`config.mk`:
```
export PLATFORM = sky130hd
export DESIGN_NAME = load_store_unit
export DESIGN_NICKNAME = d
export VERILOG_FILES = /design/src/rtl/load_store_unit.sv
export SDC_FILE = /design/constraint.sdc
export NUM_CORES = 1
export LEC_CHECK = 0
export ABC_AREA = 1
export CAP_MARGIN = 40
export CORE_UTILIZATION = 51
export CTS_BUF_LIST = sky130_fd_sc_hd__clkbuf_8
export DETAILED_ROUTE_END_ITERATION = 16
export PLACE_DENSITY = 0.88
export SLEW_MARGIN = 20
export SYNTH_ARGS = -nofsm -noshare
export SYNTH_HDL_FRONTEND = slang
export SYNTH_SLANG_ARGS = --single-unit
```
`constraint.sdc`:
```
create_clock -name clk -period 8.95 [get_ports clk]
set_input_delay 1.79 -clock clk [delete_from_list [all_inputs] [get_ports clk]]
set_output_delay 1.79 -clock clk [all_outputs]
set_load 0.01 [all_outputs]
```
`src/rtl/load_store_unit.sv`:
```
`timescale 1ns/1ps
// Load/store unit: turns a core load/store request into a handshaked, word-aligned
// memory access with byte enables, and returns extended load data with an error flag.
module load_store_unit #(
  parameter int unsigned TIMEOUT_CYCLES = 255
) (
  input  logic        clk,
  input  logic        reset,
  input  logic        lsu_valid,
  input  logic        lsu_we,
  input  logic [2:0]  lsu_funct3,
  input  logic [31:0] lsu_addr,
  input  logic [31:0] lsu_wdata,
  output logic        lsu_stall,
  output logic        lsu_done,
  output logic [31:0] lsu_rdata,
  output logic        lsu_err,
  output logic        mem_req,
  output logic        mem_we,
  output logic [31:0] mem_addr,
  output logic [3:0]  mem_be,
  output logic [31:0] mem_wdata,
  input  logic        mem_gnt,
  input  logic        mem_rvalid,
  input  logic [31:0] mem_rdata
);

  localparam int unsigned CNT_W = 16;
  localparam logic [CNT_W-1:0] CNT_LAST = CNT_W'(TIMEOUT_CYCLES - 1);

  typedef enum logic [1:0] {S_IDLE, S_REQ, S_WAIT, S_DONE} state_t;

  state_t            r_state;
  state_t            w_state_nxt;
  logic [CNT_W-1:0]  r_cnt;
  logic [CNT_W-1:0]  w_cnt_nxt;
  logic              r_we;
  logic [2:0]        r_funct3;
  logic [1:0]        r_off;
  logic [31:0]       r_mem_addr;
  logic [31:0]       r_mem_wdata;
  logic [3:0]        r_mem_be;
  logic [31:0]       r_rdata;
  logic              r_err;

  logic              w_illegal;
  logic              w_misaligned;
  logic [3:0]        w_be;
  logic [31:0]       w_wdata;
  logic [7:0]        w_byte;
  logic [15:0]       w_half;
  logic [31:0]       w_load_data;
  logic              w_capture;
  logic              w_upd_result;
  logic [31:0]       w_rdata_nxt;
  logic              w_err_nxt;

  // Request decode on the raw core inputs, used only when accepting in IDLE
  always_comb begin
    w_illegal    = lsu_we ? (lsu_funct3 > 3'b010)
                          : (lsu_funct3 == 3'b011 || lsu_funct3[2:1] == 2'b11);
    w_misaligned = (lsu_funct3[1:0] == 2'b01 && lsu_addr[0]) ||
                   (lsu_funct3[1:0] == 2'b10 && lsu_addr[1:0] != 2'b00);
    case (lsu_funct3[1:0])
      2'b00:   begin w_be = 4'b0001 << lsu_addr[1:0]; w_wdata = {4{lsu_wdata[7:0]}};  end
      2'b01:   begin w_be = 4'b0011 << lsu_addr[1:0]; w_wdata = {2{lsu_wdata[15:0]}}; end
      default: begin w_be = 4'b1111;                  w_wdata = lsu_wdata;            end
    endcase
  end

  // Lane selection and extension of the returned read word
  always_comb begin
    w_byte = mem_rdata[{r_off, 3'b000} +: 8];
    w_half = r_off[1] ? mem_rdata[31:16] : mem_rdata[15:0];
    case (r_funct3)
      3'b000:  w_load_data = {{24{w_byte[7]}}, w_byte};
      3'b001:  w_load_data = {{16{w_half[15]}}, w_half};
      3'b100:  w_load_data = {24'd0, w_byte};
      3'b101:  w_load_data = {16'd0, w_half};
      default: w_load_data = mem_rdata;
    endcase
  end

  always_ff @(posedge clk or posedge reset) begin
    if (reset) begin
      r_state <= S_IDLE;
      r_cnt   <= '0;
    end else begin
      r_state <= w_state_nxt;
      r_cnt   <= w_cnt_nxt;
    end
  end

  always_comb begin
    w_state_nxt  = r_state;
    w_cnt_nxt    = r_cnt;
    w_capture    = 1'b0;
    w_upd_result = 1'b0;
    w_rdata_nxt  = '0;
    w_err_nxt    = 1'b0;
    case (r_state)
      S_IDLE: begin
        if (lsu_valid) begin
          w_capture = 1'b1;
          w_cnt_nxt = '0;
          if (w_illegal || w_misaligned) begin
            w_state_nxt  = S_DONE;
            w_upd_result = 1'b1;
            w_err_nxt    = 1'b1;
          end else begin
            w_state_nxt = S_REQ;
          end
        end
      end
      S_REQ: begin
        w_cnt_nxt = r_cnt + CNT_W'(1);
        if (mem_gnt) begin
          w_state_nxt = S_WAIT;
        end else if (r_cnt == CNT_LAST) begin
          w_state_nxt  = S_DONE;
          w_upd_result = 1'b1;
          w_err_nxt    = 1'b1;
        end
      end
      S_WAIT: begin
        w_cnt_nxt = r_cnt + CNT_W'(1);
        if (mem_rvalid) begin
          w_state_nxt  = S_DONE;
          w_upd_result = 1'b1;
          w_rdata_nxt  = r_we ? 32'd0 : w_load_data;
        end else if (r_cnt == CNT_LAST) begin
          w_state_nxt  = S_DONE;
          w_upd_result = 1'b1;
          w_err_nxt    = 1'b1;
        end
      end
      S_DONE:  w_state_nxt = S_IDLE;
      default: w_state_nxt = S_IDLE;
    endcase
  end

  // Captured request and held result; result only changes on entry to DONE
  always_ff @(posedge clk or posedge reset) begin
    if (reset) begin
      r_we        <= 1'b0;
      r_funct3    <= '0;
      r_off       <= '0;
      r_mem_addr  <= '0;
      r_mem_wdata <= '0;
      r_mem_be    <= '0;
      r_rdata     <= '0;
      r_err       <= 1'b0;
    end else begin
      if (w_capture) begin
        r_we        <= lsu_we;
        r_funct3    <= lsu_funct3;
        r_off       <= lsu_addr[1:0];
        r_mem_addr  <= {lsu_addr[31:2], 2'b00};
        r_mem_wdata <= w_wdata;
        r_mem_be    <= w_be;
      end
      if (w_upd_result) begin
        r_rdata <= w_rdata_nxt;
        r_err   <= w_err_nxt;
      end
    end
  end

  assign mem_req   = (r_state == S_REQ);
  assign lsu_done  = (r_state == S_DONE);
  assign lsu_stall = lsu_valid & ~lsu_done;
  assign mem_we    = r_we;
  assign mem_addr  = r_mem_addr;
  assign mem_be    = r_mem_be;
  assign mem_wdata = r_mem_wdata;
  assign lsu_rdata = r_rdata;
  assign lsu_err   = r_err;

endmodule

```
==> Word level (Yosys, flattened, before mapping) <==
Cells that the tools add are included.
Widths: inputs -> output; s select.
{ "classes": {"addsub": 1, "magnitude_cmp": 1, "eq_ne": 12, "n_shift": 3, "mux": 26, "n_bitwise": 2, "reduce_logical": 12} }
{ "ops": {"columns": ["op", "n"], "rows": [
  ["$pmux 32 s4", 1],
  ["$mux 32", 3],
  ["$pmux 32 s2", 1],
  ["$mux 16", 2],
  ["$pmux 16 s2", 1],
  ["$shiftx 32x6->8", 1],
  ["$add 16x1->16 const B", 1],
  ["$eq 16x8->1 const B", 1],
  ["$mux 2", 5],
  ["$mux 1", 9],
  ["$eq 2x2->1 const B", 4],
  ["$pmux 2 s4", 1],
  ["$pmux 4 s2", 1],
  ["$eq 3x3->1 const B", 2],
  ["$pmux 1 s3", 2],
  ["$eq 2x1->1 const B", 2],
  ["$logic_not 2->1", 2],
  ["$reduce_bool 2->1", 2],
  ["$shl 1x2->4 const A", 1],
  ["$shl 2x2->4 const A", 1],
  ["$eq 3x1->1 const B", 1],
  ["$eq 3x2->1 const B", 1],
  ["$gt 3x2->1 const B", 1],
  ["$logic_not 3->1", 1],
  ["other kinds (7)", 10]
]} }
{ "word_totals": {"register_bits": 123, "input_bits": 105, "out_inout_bits": 105, "word_cells": 67} }

==> Logic depth before layout (Yosys ltp) <==
Gate-level depths: netlist of run 1.
{ "depth": {"depth_word": 7, "ltp_mapped": 12, "depth_no_buf": 11} }

==> Least setup slack after synthesis of run 1 <==
Ideal clock, no wire load.
{ "synth_path": {"path_type": "input -> output", "from": "input lsu_valid", "to": "output lsu_stall", "arrival_time_ns": 1.978, "required_ns": 7.160, "path_slack_ns": 5.182, "stages": 2, "n_path_buf": 0, "path_cell_list": "inv_1 -> nor2_1"} }
{ "synth_between": {"elab_chain_cells": 1} }
{ "synth_lines": {"columns": ["item", "line_no", "source"], "rows": [
  ["start, declared", "9", "input logic lsu_valid,"],
  ["$and 1x1->1", "171", "assign lsu_stall = lsu_valid & ~lsu_done;"],
  ["end, declared", "14", "output logic lsu_stall,"]
]} }
No other way between the ends.

==> Final worst setup path of run 1 <==
Ends and elaborated chain as after synthesis.

==> results of run 1 <==
## power by group through the flow
stage          Clock [µW]  Combinational, µW  Sequential, µW
2_1_floorplan           0                580             966
3_3_place_gp            0               1170             907
3_5_place_dp            0               1210             909
4_1_cts               561               1210             907
5_1_grt               590               1330             935
6_report              555               1210             910
## sequential cells by signal, indices dropped and copies added, names as in the netlist, 2 cells and up
signal and cells:
r_cnt 16, lsu_rdata 32, mem_addr 30, mem_be 4
r_off 2, mem_wdata 32, r_state 2, r_funct3 3
## per-layer routing
layer | GRT usage, % | share of wire (%) | wire, µm
met2 | 49.69 | 48 | 8801
met5 | 0 | 0 | 0
met3 | 9.881 | 9.8 | 1805
met1 | 35.62 | 39 | 7144
met4 | 14.58 | 3.3 | 613
## cells in the final DEF (no fill, tap or decap), types with 2 or more instances in the layout
cell type and n:
nor3_1 7, ha_1 6, conb_1 2, clkinv_2 3, clkinv_4 2, or2_2 4, clkdlybuf4s50_1 207, nand2_1 282
a21oi_1 61, o21ai_0 66, nand2_2 5, nand4_1 5, nand3b_1 2, nand3_1 51, inv_1 49, a211oi_1 5
bufinv_16 5, inv_2 10, nor2_1 62, buf_4 3, nand2_4 2, o211ai_1 8, a31oi_1 9, nor2_2 4
clkbuf_8 17, clkinvlp_4 2, dfrtp_1 123
## worst max-delay path: cells and delay by family
kind                   cells  cell delay, ps
and+or+nand+nor            1              80
buffers and inverters      3            1090
## stage by stage
stage               cell area (µm²)  total power [µW]  setup slack (ps)  cells  utilization [%]
finish                         8780              2679              4190   1161            75.28
global placement               8274              2073              4195   1127            70.95
global route                   8780              2850              4111   1161            75.28
floorplan                      6221              1546              3889    814                -
CTS                            8780              2682              4184   1161            75.28
detailed placement             8341              2116              4187   1130            71.52
## cells in the mapped netlist, types with 2 or more instances
master    count  share of area, %
a31oi_1       9              0.91
o21ai_0      66               5.3
inv_2        10              0.60
nand2_1     283                17
buf_6         6               1.1
ha_1          6               1.2
nand2_4       2              0.36
buf_4         5              0.60
o211ai_1      8              0.97
dfrtp_1     123                50
or2_2         4              0.40
nor3_1        7              0.56
inv_1        48               2.9
nand4_1       5              0.50
nand3b_1      2              0.24
nor2_1       62               3.7
nand2_2       4              0.40
a211oi_1      5              0.60
clkbuf_1     19               1.1
a21oi_1      62               5.0
nor2_2        4              0.40
nand3_1      51               4.1
buf_2         9              0.72
## cell type report
| cell class | count | area, µm² |
|---|---|---|
| multi-input combinational | 592 | 2703 |
| clock buffer | 17 | 234.0 |
| fill | 877 | 2883 |
| inverter | 59 | 224.0 |
| timing repair buffer | 213 | 2157 |
| tap | 143 | 178.9 |
| clock inverter | 14 | 205.2 |
| sequential | 123 | 3078 |
## cells by family after synthesis
logic type                 count (synthesis)  synth area share (%)
and+or+nand+nor                          427                 28.40
AOI/OAI and AO/OA                        157                 13.64
other                                      1               0.06032
buffers and inverters                     99                 7.184
DFF                                      123                 49.51
adders and majority gates                  6                 1.207
## worst max path at each step
stage,startpoint,to,depth (start not counted)
detailed placement,lsu_valid,lsu_stall,4
floorplan,reset,lsu_err$_DFFE_PP0P_,1
global route,lsu_valid,lsu_stall,4
CTS,lsu_valid,lsu_stall,4
global placement,lsu_valid,lsu_rdata[15]$_DFFE_PP0P_,11
finish,lsu_valid,lsu_stall,4
==> run summary, run 1 <==
The number of synthesized flops with an enable pin is 0, and the post-synthesis register bit count is 123. In this run the power density over the cells is 305.1 nW/µm². Setup repair after global routing left no endpoint under its margin. The count of endpoints failing setup in the final report came out at 0. The flow ran to the end, and the final reports show no timing, DRC or antenna violations. The peak per-stage delay on the critical path is 530 ps.

Counting I/O delays and the setup requirement, the final critical path takes 4760 ps. The clock power share is 20.7%. The cell sitting at the root of the clock tree is a clkbuf_8. The x dimension of the die is 112.4 µm. The tools report the total of cells resized after clock tree synthesis as 0. For the max-capacitance violation count, the log shows 0.

The CTS sink count is 123, and the final antenna diode count is 0. The internal power summed over all cells was 1639 µW. Data on the critical path is required at its endpoint by 7160 ps. For this run, the top clock speed supported by timing is 210.1 MHz. The number of buffers inserted by port buffering came out at 207. The overall overflow remaining after global route is 0.

Combinational cells account for 45.3% of the total power. After synthesis the cells add up to 6217 µm². In this run, the number of DRC markers left after iteration 0 of detailed routing was 555. The detailed-routing iteration count for the pre-antenna-repair pass is 6. The count of nets left with antenna violations once routing finished came out at 0. Fraction of final layout cells with drive strength greater than 1: 6.385%. The worst reg2reg path endpoint was lsu_rdata[30]$_DFFE_PP0P_. The logs give 0 for the number of endpoints with negative hold slack in the final report and 6293 for the overall via count from detail_route.

The number of cells on the worst reg-to-reg path is 12. Headroom to the max-slew limit came out at 49.25%. The total net switching power is 1040 µW, and the buffers inserted during post-CTS setup optimization is 0. No sink is reached through more buffers than the 2 on the longest clock path.

The final number of max-transition violations is 0, and the mean number of vias per cell is 5.420. After detailed routing, the number of remaining DRC violations is 0. Per report_power, the sequential group accounts for 34.0% of the total.

The mean post-synth cell area is 7.647 µm². Entering global routing, the biggest net connects 74 pins. For the pin with the worst max-slew slack, the measured transition is 761.3 ps. Along the worst hold path, the cell count comes to 2. After synthesis, the share of flip-flops with an asynchronous set or reset is 100.0%. The area growth from synthesis to layout is 41.22%. Number of global-route vias before repair: 6226. Portion of the post-synthesis area used by sequential elements: 49.51%. The worst-path maximum fanout works out to 2. The path class of the tightest hold or removal check is flop to flop. The standard cell with the maximum stage delay on the critical path is clkdlybuf4s50_1.

The tools report the category of the worst setup path launch point as an input pin. The initial standard-cell utilization of the core is 53.31%. In this run the number of H-tree levels came out at 4. By instance count, the cell type seen most on the critical path is clkdlybuf4s50_1.

The run gives 0 as the number of antenna violations at the first check in global routing. In this run the register-to-register setup slack is 5960 ps. At the end of routability-driven placement, the weighted congestion stood at 0.9363.

TritonCTS built the clock tree. The first global-routing pass estimated 29.74 mm of wire. The detailed-route wire length came out at 18.37 mm. The setup TNS is 0 ps. In this run the vertical extent of the chip is 112.4 µm.

Final hold analysis gives a worst-case slack of 480.0 ps. The worst path uses 53.18% of the clock period. Traced cell by cell, the critical path runs through clkdlybuf4s50_1, inv_1, nor2_1, clkdlybuf4s50_1. The run gives 13.12 mm as the estimated wirelength of the detail-placed design.

For this design the static power due to leakage is 0.004120 µW. Buffers inserted during clock tree synthesis total 17. The category of the worst setup path capture point was an output port. For the worst setup path, the data arrival time is 2970 ps. Across the routed clock network, the largest skew measured is 9.092 ps.

The mean routed wirelength per cell works out to 15.82 µm. In this run the most critical hold path is launched from mem_addr[4]$_DFFE_PP0P_. The worst setup path category is input pin to output port.

During synthesis, Yosys emitted a total of 0 warnings. In the synthesized netlist, the number of instances is 813. Global routing used 30.12% of the available tracks. The clock transition at the register clock pins on the worst setup and hold paths after CTS works out to 70 ps. The worst register-to-register path begins at r_state[0]$_DFFE_PP0P_.

The tools report the peak supply drop as 0.1868 mV. The floorplan has 39 rows. For the layout net count, the log shows 1117. The tools report the count of cell types in the netlist as 36.

The tools report the worst-case hold path end point as mem_addr[4]$_DFFE_PP0P_. Prevailing post-synth register cell: dfrtp_1. Net switching is 38.81% of the power.

The region available for standard cell placement spans 11660 µm². The clock latency reported for the late side of the worst-skew pair is 430 ps, and the top-level port count is 210. In this run, post-CTS hold repair placed 0 buffers. The die covers 12640 µm².
(Power assumes the default switching activity.)
==> inputs of run 2 (changes only) <==
--- a/config.mk
+++ b/config.mk
@@ -7,10 +7,10 @@
 export LEC_CHECK = 0
 export ABC_AREA = 1
 export CAP_MARGIN = 40
-export CORE_UTILIZATION = 51
+export CORE_UTILIZATION = 47
 export CTS_BUF_LIST = sky130_fd_sc_hd__clkbuf_8
 export DETAILED_ROUTE_END_ITERATION = 16
-export PLACE_DENSITY = 0.88
+export PLACE_DENSITY = 0.82
 export SLEW_MARGIN = 20
 export SYNTH_ARGS = -nofsm -noshare
 export SYNTH_HDL_FRONTEND = slang
==> constraint.sdc (replaced) <==
create_clock -name clk -period 5 [get_ports clk]
set_input_delay 1 -clock clk [delete_from_list [all_inputs] [get_ports clk]]
set_output_delay 1 -clock clk [all_outputs]
set_load 0.01 [all_outputs]
==> run summary, run 2 (synthesis results as in run 1) <==
The core outline area came out at 12770 µm² (+9.5%). TritonCTS built the clock tree. The count of endpoints failing setup in the final report was 0 (unchanged); the worst slack at placement was 1816 ps (-2371 ps). The overall overflow remaining after global route came out at 0 (unchanged).

The critical path goes through clkdlybuf4s50_1, inv_1, nor2_1, clkdlybuf4s50_1. Final total power: 4677 µW (+75%). The logs give 12.86 mm (-2.0%) for the estimated wirelength of the detail-placed design and 0.004106 µW (-0.34%) for the cell leakage power. In the layout the commonest cells are 282 x nand2_1, 207 x clkdlybuf4s50_1, 123 x dfrtp_1.

The worst-path maximum fanout was 2 (unchanged); the area added between synthesis and finish was 41.14% (about the same). For the relative contribution of sequential cells to total power, the log shows 34.6% (+0.6 points). On the critical path, the stage with the largest delay is an instance of clkdlybuf4s50_1. The minimum setup slack in the final design was 1837 ps (-2353 ps); the peak supply drop was 0.3196 mV (+71%). The overall global routing resource usage is 27.15% (-3.0 points), and the cell total after placement is 1160 (+2.7%). Mean number of vias per cell: 5.240 (-3.3%). The first element of the critical path is lsu_valid. The iteration-0 DRC count of the detailed router is 523 (-5.8%).

The tools report the number of global-route vias before repair as 5865 (-5.8%). Transition time at the pin with the least slew margin: 700.0 ps (-61.28 ps). For the number of endpoints with negative hold slack in the final report, the log shows 0 (unchanged). The tightest min-delay check is of the flop to flop type. The final estimated routing congestion in global placement was 0.8747 (-6.6%). In the finished design, the share of the clock period the worst path needs comes to 63.25%.

The launch point of the worst reg-to-reg path was r_state[0]$_DFFE_PP0P_. On the critical path the largest part of the delay comes from buffers and inverters. The clock power share is 19.2% (-1.5 points), and the total of cells resized after clock tree synthesis is 0 (unchanged). The buffer and inverter count on the worst path was 3 (unchanged). For the row count, the log shows 41 (+5.1%). The peak per-stage delay on the critical path was 530 ps (about the same); the largest net degree at the start of global routing was 72 (-2.7%). The number of buffers inserted during clock tree synthesis came out at 17 (unchanged). The mean routed wirelength per cell was 15.14 µm (-4.3%); the detailed-routing iteration count for the pre-antenna-repair pass was 6 (unchanged). The tools report the worst-case headroom to the max-slew limit as 53.33% (+4.1 points).

The run gives 48.67% (-4.6 points) as the initial standard-cell utilization of the core. For the quantity of hold-fixing buffers added after cts, the log shows 0 (unchanged). Full die area: 13690 µm² (+8.4%). Hold path startpoint: lsu_rdata[22]$_DFFE_PP0P_. The run gives 0 (unchanged) as the detailed-route DRC error count. The final number of max-transition violations is 0 (unchanged), and the clock transition at the register clock pins on the worst setup and hold paths after CTS is 70 ps (about the same). Achievable clock frequency: 316.2 MHz. Power density over cell area: 533.0 nW/µm² (+75%). For the count of placed standard cells in the final layout, fillers left out, the log shows 1191 (+2.6%).

The run gives 2160 ps (-810 ps) as the critical path arrival. Data required time at the worst endpoint: 4000 ps (-3160 ps). The H-tree depth was 4 (unchanged); the overall via count from detail_route was 6241 (-0.83%). The internal reg-to-reg setup slack came out at 2630 ps (-3330 ps).

Category of the worst setup path capture point: an output port. The x dimension of the die is 117.0 µm (+4.1%), and the layout net count is 1118 (+0.090%). The number of buffers inserted by port buffering was 207 (unchanged); the setup TNS was 0 ps (unchanged).

The worst register-to-register path ends at r_cnt[14]$_DFFE_PP0P_. The path depth of the worst reg2reg path works out to 9 (-3). The flow ran to the end, and the final reports show no timing, DRC or antenna violations. For hold timing, the worst endpoint is lsu_rdata[22]$_DFFE_PP0P_. The run gives 18.04 mm (-1.8%) as the detailed-route wire length. The top-level port count came out at 210 (unchanged). The total net switching power was 1829 µW (+76%); the remaining antenna violation count after routing was 0 (unchanged). The run gives 2 (unchanged) as the deepest clock path buffer count. The clock root buffer master is clkbuf_8. The final antenna diode count was 0 (unchanged); the buffers inserted during post-CTS setup optimization was 0 (unchanged). Setup repair after global routing left no endpoint under its margin. The CTS sink count came out at 123 (unchanged). In this design, the critical path's most frequently occurring cell is clkdlybuf4s50_1.

The worst hold-check slack is 470.9 ps (-9.138 ps), and the cell depth of the worst hold path is 2 (unchanged). The critical path in this run is classified as input pin to output port. Leaving out fill and tap cells, the most frequent cell in the layout is nand2_1. Subtracting the final worst setup slack from the clock period gives 3163 ps.

The max-capacitance violation count is 0 (unchanged), and the number of antenna violations at the first check in global routing is 0 (unchanged). The category of the worst setup path launch point is an input pin. The portion of total power attributed to combinational logic came out at 46.3% (+1.0 points).

The worst clock skew is 15.03 ps (+5.941 ps), and the switching part of the total power is 39.11% (+0.30 points). The die span in y was 117.0 µm (+4.1%). Fraction of final layout cells with drive strength greater than 1: 6.379% (about the same). The logs give 430 ps (about the same) for the clock latency reported for the late side of the worst-skew pair and 28.28 mm (-4.9%) for the first-pass GRT wire length. The run gives 2848 µW (+74%) as the internal power summed over all cells.
[run 2: cell types whose count changed in the layout (fill, tap and decap cells not counted), sizes merged]
cell / before / now
clkinv: 6 / 7
buf: 6 / 7
clkbuf: 17 / 18
bufinv: 5 / 3
[run 2: how the worst max path moves through the flow]
stage / depth (start not counted) / end / slack [ps]
after floorplan: 1 / lsu_err$_DFFE_PP0P_ / 730
after global placement: 4 / lsu_stall / 1840
after CTS: 4 / lsu_stall / 1830
final: 4 / lsu_stall / 1840
after global routing: 4 / lsu_stall / 1770
after detailed placement: 12 / lsu_rdata[24]$_DFFE_PP0P_ / 1820
[run 2: final cells by class]
class	instances	area (µm²)
clock buffers	18	247.7
clock inverters	13	153.9
fillers	1066	3999
inverters	59	224.0
multi-input cells	592	2699
flip-flops and latches	123	3078
well taps	172	215.2
repair buffers	214	2157
[run 2: through the flow]
| step | area (µm²) | utilization [%] |
|---|---|---|
| after floorplan | 6221 | - |
| after global placement | 8346 | 65.33 |
| after detailed placement | 8373 | 65.55 |
| after CTS | 8775 | 68.69 |
| after global routing | 8775 | 68.69 |
| final | 8775 | 68.69 |
[run 2: worst reg2reg max path, cell delays in order (launching register included)]
cell and delay (ps):
dfrtp_1 440, ha_1 270, inv_2 470, nand2_2 210, inv_2 190, nand3_1 170
nor2_1 220, nand2_1 100, o21ai_1 140, a21oi_1 50
[run 2: power by group through the flow]
| stage | logic [µW] | registers [µW] | clock network, µW |
|---|---|---|---|
| global placement | 2110 | 1620 | 0 |
| CTS | 2170 | 1620 | 908 |
| finish | 2160 | 1620 | 897 |
| floorplan | 1040 | 1730 | 0 |
| global route | 2390 | 1660 | 956 |
| detailed placement | 2170 | 1620 | 0 |
[run 2: routing by layer]
metal  wire, µm  vias up  GRT usage (%)
li1           -     3014              -
met1       7298     2890          33.00
met2       8508      307          44.42
met3       1792       30          9.063
met4        438        0          11.31
met5          0        -              0
==> inputs of run 3 (changes only) <==
==> constraint.sdc (replaced) <==
create_clock -name clk -period 3.1 [get_ports clk]
set_input_delay 0.62 -clock clk [delete_from_list [all_inputs] [get_ports clk]]
set_output_delay 0.62 -clock clk [all_outputs]
set_load 0.01 [all_outputs]
==> run summary, run 3 (synthesis results as in run 1) <==
The flow ran to the end, and the final reports show no timing, DRC or antenna violations. The tree is rooted in a clkbuf_8. The overall via count from detail_route is 6147 (-1.5%). Category of the worst setup path launch point: a flop. Row count: 41 (unchanged). The tools report the clock power share as 18.7% (-0.5 points). The worst hold path terminates at lsu_rdata[5]$_DFFE_PP0P_.

TritonCTS built the clock tree. The number of buffers inserted by port buffering came out at 207 (unchanged). The detailed-route wire length came out at 18.02 mm (about the same). The portion of total power attributed to combinational logic is 46.4% (about the same). The clock transition at the register clock pins on the worst setup and hold paths after CTS is 70 ps (about the same), and the number of buffers inserted during clock tree synthesis is 17 (unchanged).

The setup TNS was 0 ps (unchanged). Based on the critical path, the design can be clocked at up to 411.9 MHz. The layout filler cell count is 1056 (-0.94%), and the x dimension of the die is 117.0 µm (unchanged). The number of global-route vias before repair is 5835 (-0.51%), and the data required time at the worst endpoint is 2480 ps (-1520 ps). The run gives 28.32 mm (+0.14%) as the first-pass GRT wire length. The internal power summed over all cells was 4582 µW (+61%). The layout net count came out at 1120 (+0.18%). The relative contribution of sequential cells to total power came out at 34.9% (+0.3 points). The transition time at the pin with the least slew margin came out at 687.4 ps (-12.58 ps). The area added between synthesis and finish is 41.05% (about the same).

The worst hold path belongs to the class flop to flop. The cell depth of the worst hold path was 2 (unchanged). The tools report the overall overflow remaining after global route as 0 (unchanged). The tools report the clock latency reported for the late side of the worst-skew pair as 440 ps (about the same). The clock period could shrink to 2428 ps. The run gives 8.477 ps (-6.557 ps) as the worst clock skew. The CTS sink count was 123 (unchanged); the cell leakage power was 0.004105 µW (about the same). The peak supply drop is 0.5442 mV (+70%). Core outline area: 12770 µm² (unchanged).

The tools report the max-capacitance violation count as 0 (unchanged). The run gives 7502 µW (+60%) as the final total power. The startpoint identified for the worst hold timing path is lsu_rdata[5]$_DFFE_PP0P_. The overall global routing resource usage was 27.35% (+0.20 points). The number of antenna violations at the first check in global routing was 1 (+1). The switching part of the total power came out at 38.92% (-0.19 points). The tools report the final core area utilization as 68.66% (about the same).

The top cell types in the final layout, fill and taps aside, are 282 x nand2_1, 207 x clkdlybuf4s50_1, 123 x dfrtp_1. The logs give 5 (-1) for the detailed-routing iteration count for the pre-antenna-repair pass and 0 (unchanged) for the number of endpoints with negative hold slack in the final report. The top-level port count was 210 (unchanged). Most common cell after layout, fill and taps aside: nand2_1. The buffers inserted during post-CTS setup optimization came out at 0 (unchanged). For the total of cells resized after clock tree synthesis, the log shows 0 (unchanged). The worst-case headroom to the max-slew limit was 54.17% (+0.84 points); the worst-path maximum fanout was 6 (+4). The largest net degree at the start of global routing was 71 (-1.4%); the path depth of the worst reg2reg path was 11 (+2). For the estimated wirelength of the detail-placed design, the log shows 13.06 mm (+1.5%). The count of endpoints failing setup in the final report is 0 (unchanged), and the internal reg-to-reg setup slack is 1020 ps (-1610 ps). The launch point of the worst reg-to-reg path was r_state[0]$_DFFE_PP0P_. The detailed-route DRC error count is 0 (unchanged), and the fraction of final layout cells with drive strength greater than 1 is 6.569% (+0.19 points).

STA classifies the critical path endpoint as an output port. The worst register-to-register path ends at lsu_rdata[2]$_DFFE_PP0P_. The final number of max-transition violations came out at 0 (unchanged). The H-tree depth is 4 (unchanged).

For the full die area, the log shows 13690 µm² (unchanged). The power density over cell area was 855.5 nW/µm² (+60%); the final estimated routing congestion in global placement was 0.8647 (-1.1%). The quantity of hold-fixing buffers added after cts is 0 (unchanged), and the die span in y is 117.0 µm (unchanged).

The tools report the total net switching power as 2920 µW (+60%). The run gives 578 (+11%) as the iteration-0 DRC count of the detailed router. The mean routed wirelength per cell was 15.10 µm (-0.27%).

Critical path arrival: 1810 ps (-350 ps). The mean number of vias per cell was 5.153 (-1.7%); the placed instance area was 8382 µm² (+0.10%). The deepest clock path buffer count is 2 (unchanged). The run gives 48.67% (unchanged) as the initial standard-cell utilization of the core.

The tools report the final non-filler cell area as 8770 µm² (about the same). Setup repair after global routing left no endpoint under its margin. The critical path is of the flop to output port type.

The final period utilization was 78.31%; the remaining antenna violation count after routing was 0 (unchanged).
-- run 3: power by group through the flow --
stage	registers [µW]	clock network [µW]	logic [µW]
after floorplan	2790	0	1670
after global placement	2620	0	3430
after detailed placement	2620	0	3490
after CTS	2620	1430	3500
after global routing	2700	1490	3860
final	2620	1400	3480
-- run 3: cell type report --
type / count / area [µm²] / share of cell area (%)
Antenna cell: 1 / 2.502 / 0.02853
Clock buffer: 21 / 289.0 / 3.296
Clock inverter: 9 / 96.34 / 1.099
Inverter: 59 / 225.2 / 2.568
Multi-Input combinational cell: 592 / 2699 / 30.77
Sequential cell: 123 / 3078 / 35.10
Tap cell: 172 / 215.2 / 2.454
Timing Repair Buffer: 216 / 2165 / 24.68
-- run 3: worst max-delay path: stages, from the launching register on --
cell and delay [ps]:
dfrtp_1 450, ha_1 270, nor2_1 120, clkdlybuf4s50_1 540
-- run 3: how the worst max path moves through the flow --
stage / from / to / depth (start not counted)
final: r_state[0]$_DFFE_PP0P_ / lsu_stall / 3
after CTS: r_state[0]$_DFFE_PP0P_ / lsu_stall / 3
after detailed placement: lsu_funct3[0] / lsu_rdata[10]$_DFFE_PP0P_ / 12
after floorplan: reset / lsu_err$_DFFE_PP0P_ / 1
after global placement: lsu_funct3[0] / lsu_rdata[0]$_DFFE_PP0P_ / 12
after global routing: r_state[0]$_DFFE_PP0P_ / lsu_stall / 3
-- run 3: metal layers --
metal / global-route usage (%) / vias up / wire length, µm
li1: - / 3018 / -
met1: 33.50 / 2832 / 7324
met2: 43.47 / 256 / 8490
met3: 8.187 / 41 / 1573
met4: 15.02 / 0 / 631
met5: 0 / - / 0
-- run 3: per-stage QoR --
step / std cells / worst slack (ps) / hold WS, ps
6_report: 1193 / 672.4 / 471.8
5_1_grt: 1193 / 569.3 / 490.9
4_1_cts: 1192 / 632.9 / 475.0
3_5_place_dp: 1162 / 378.2 / 458.4
3_3_place_gp: 1162 / 460.6 / 454.5
2_1_floorplan: 814 / 968.7 / 470.2
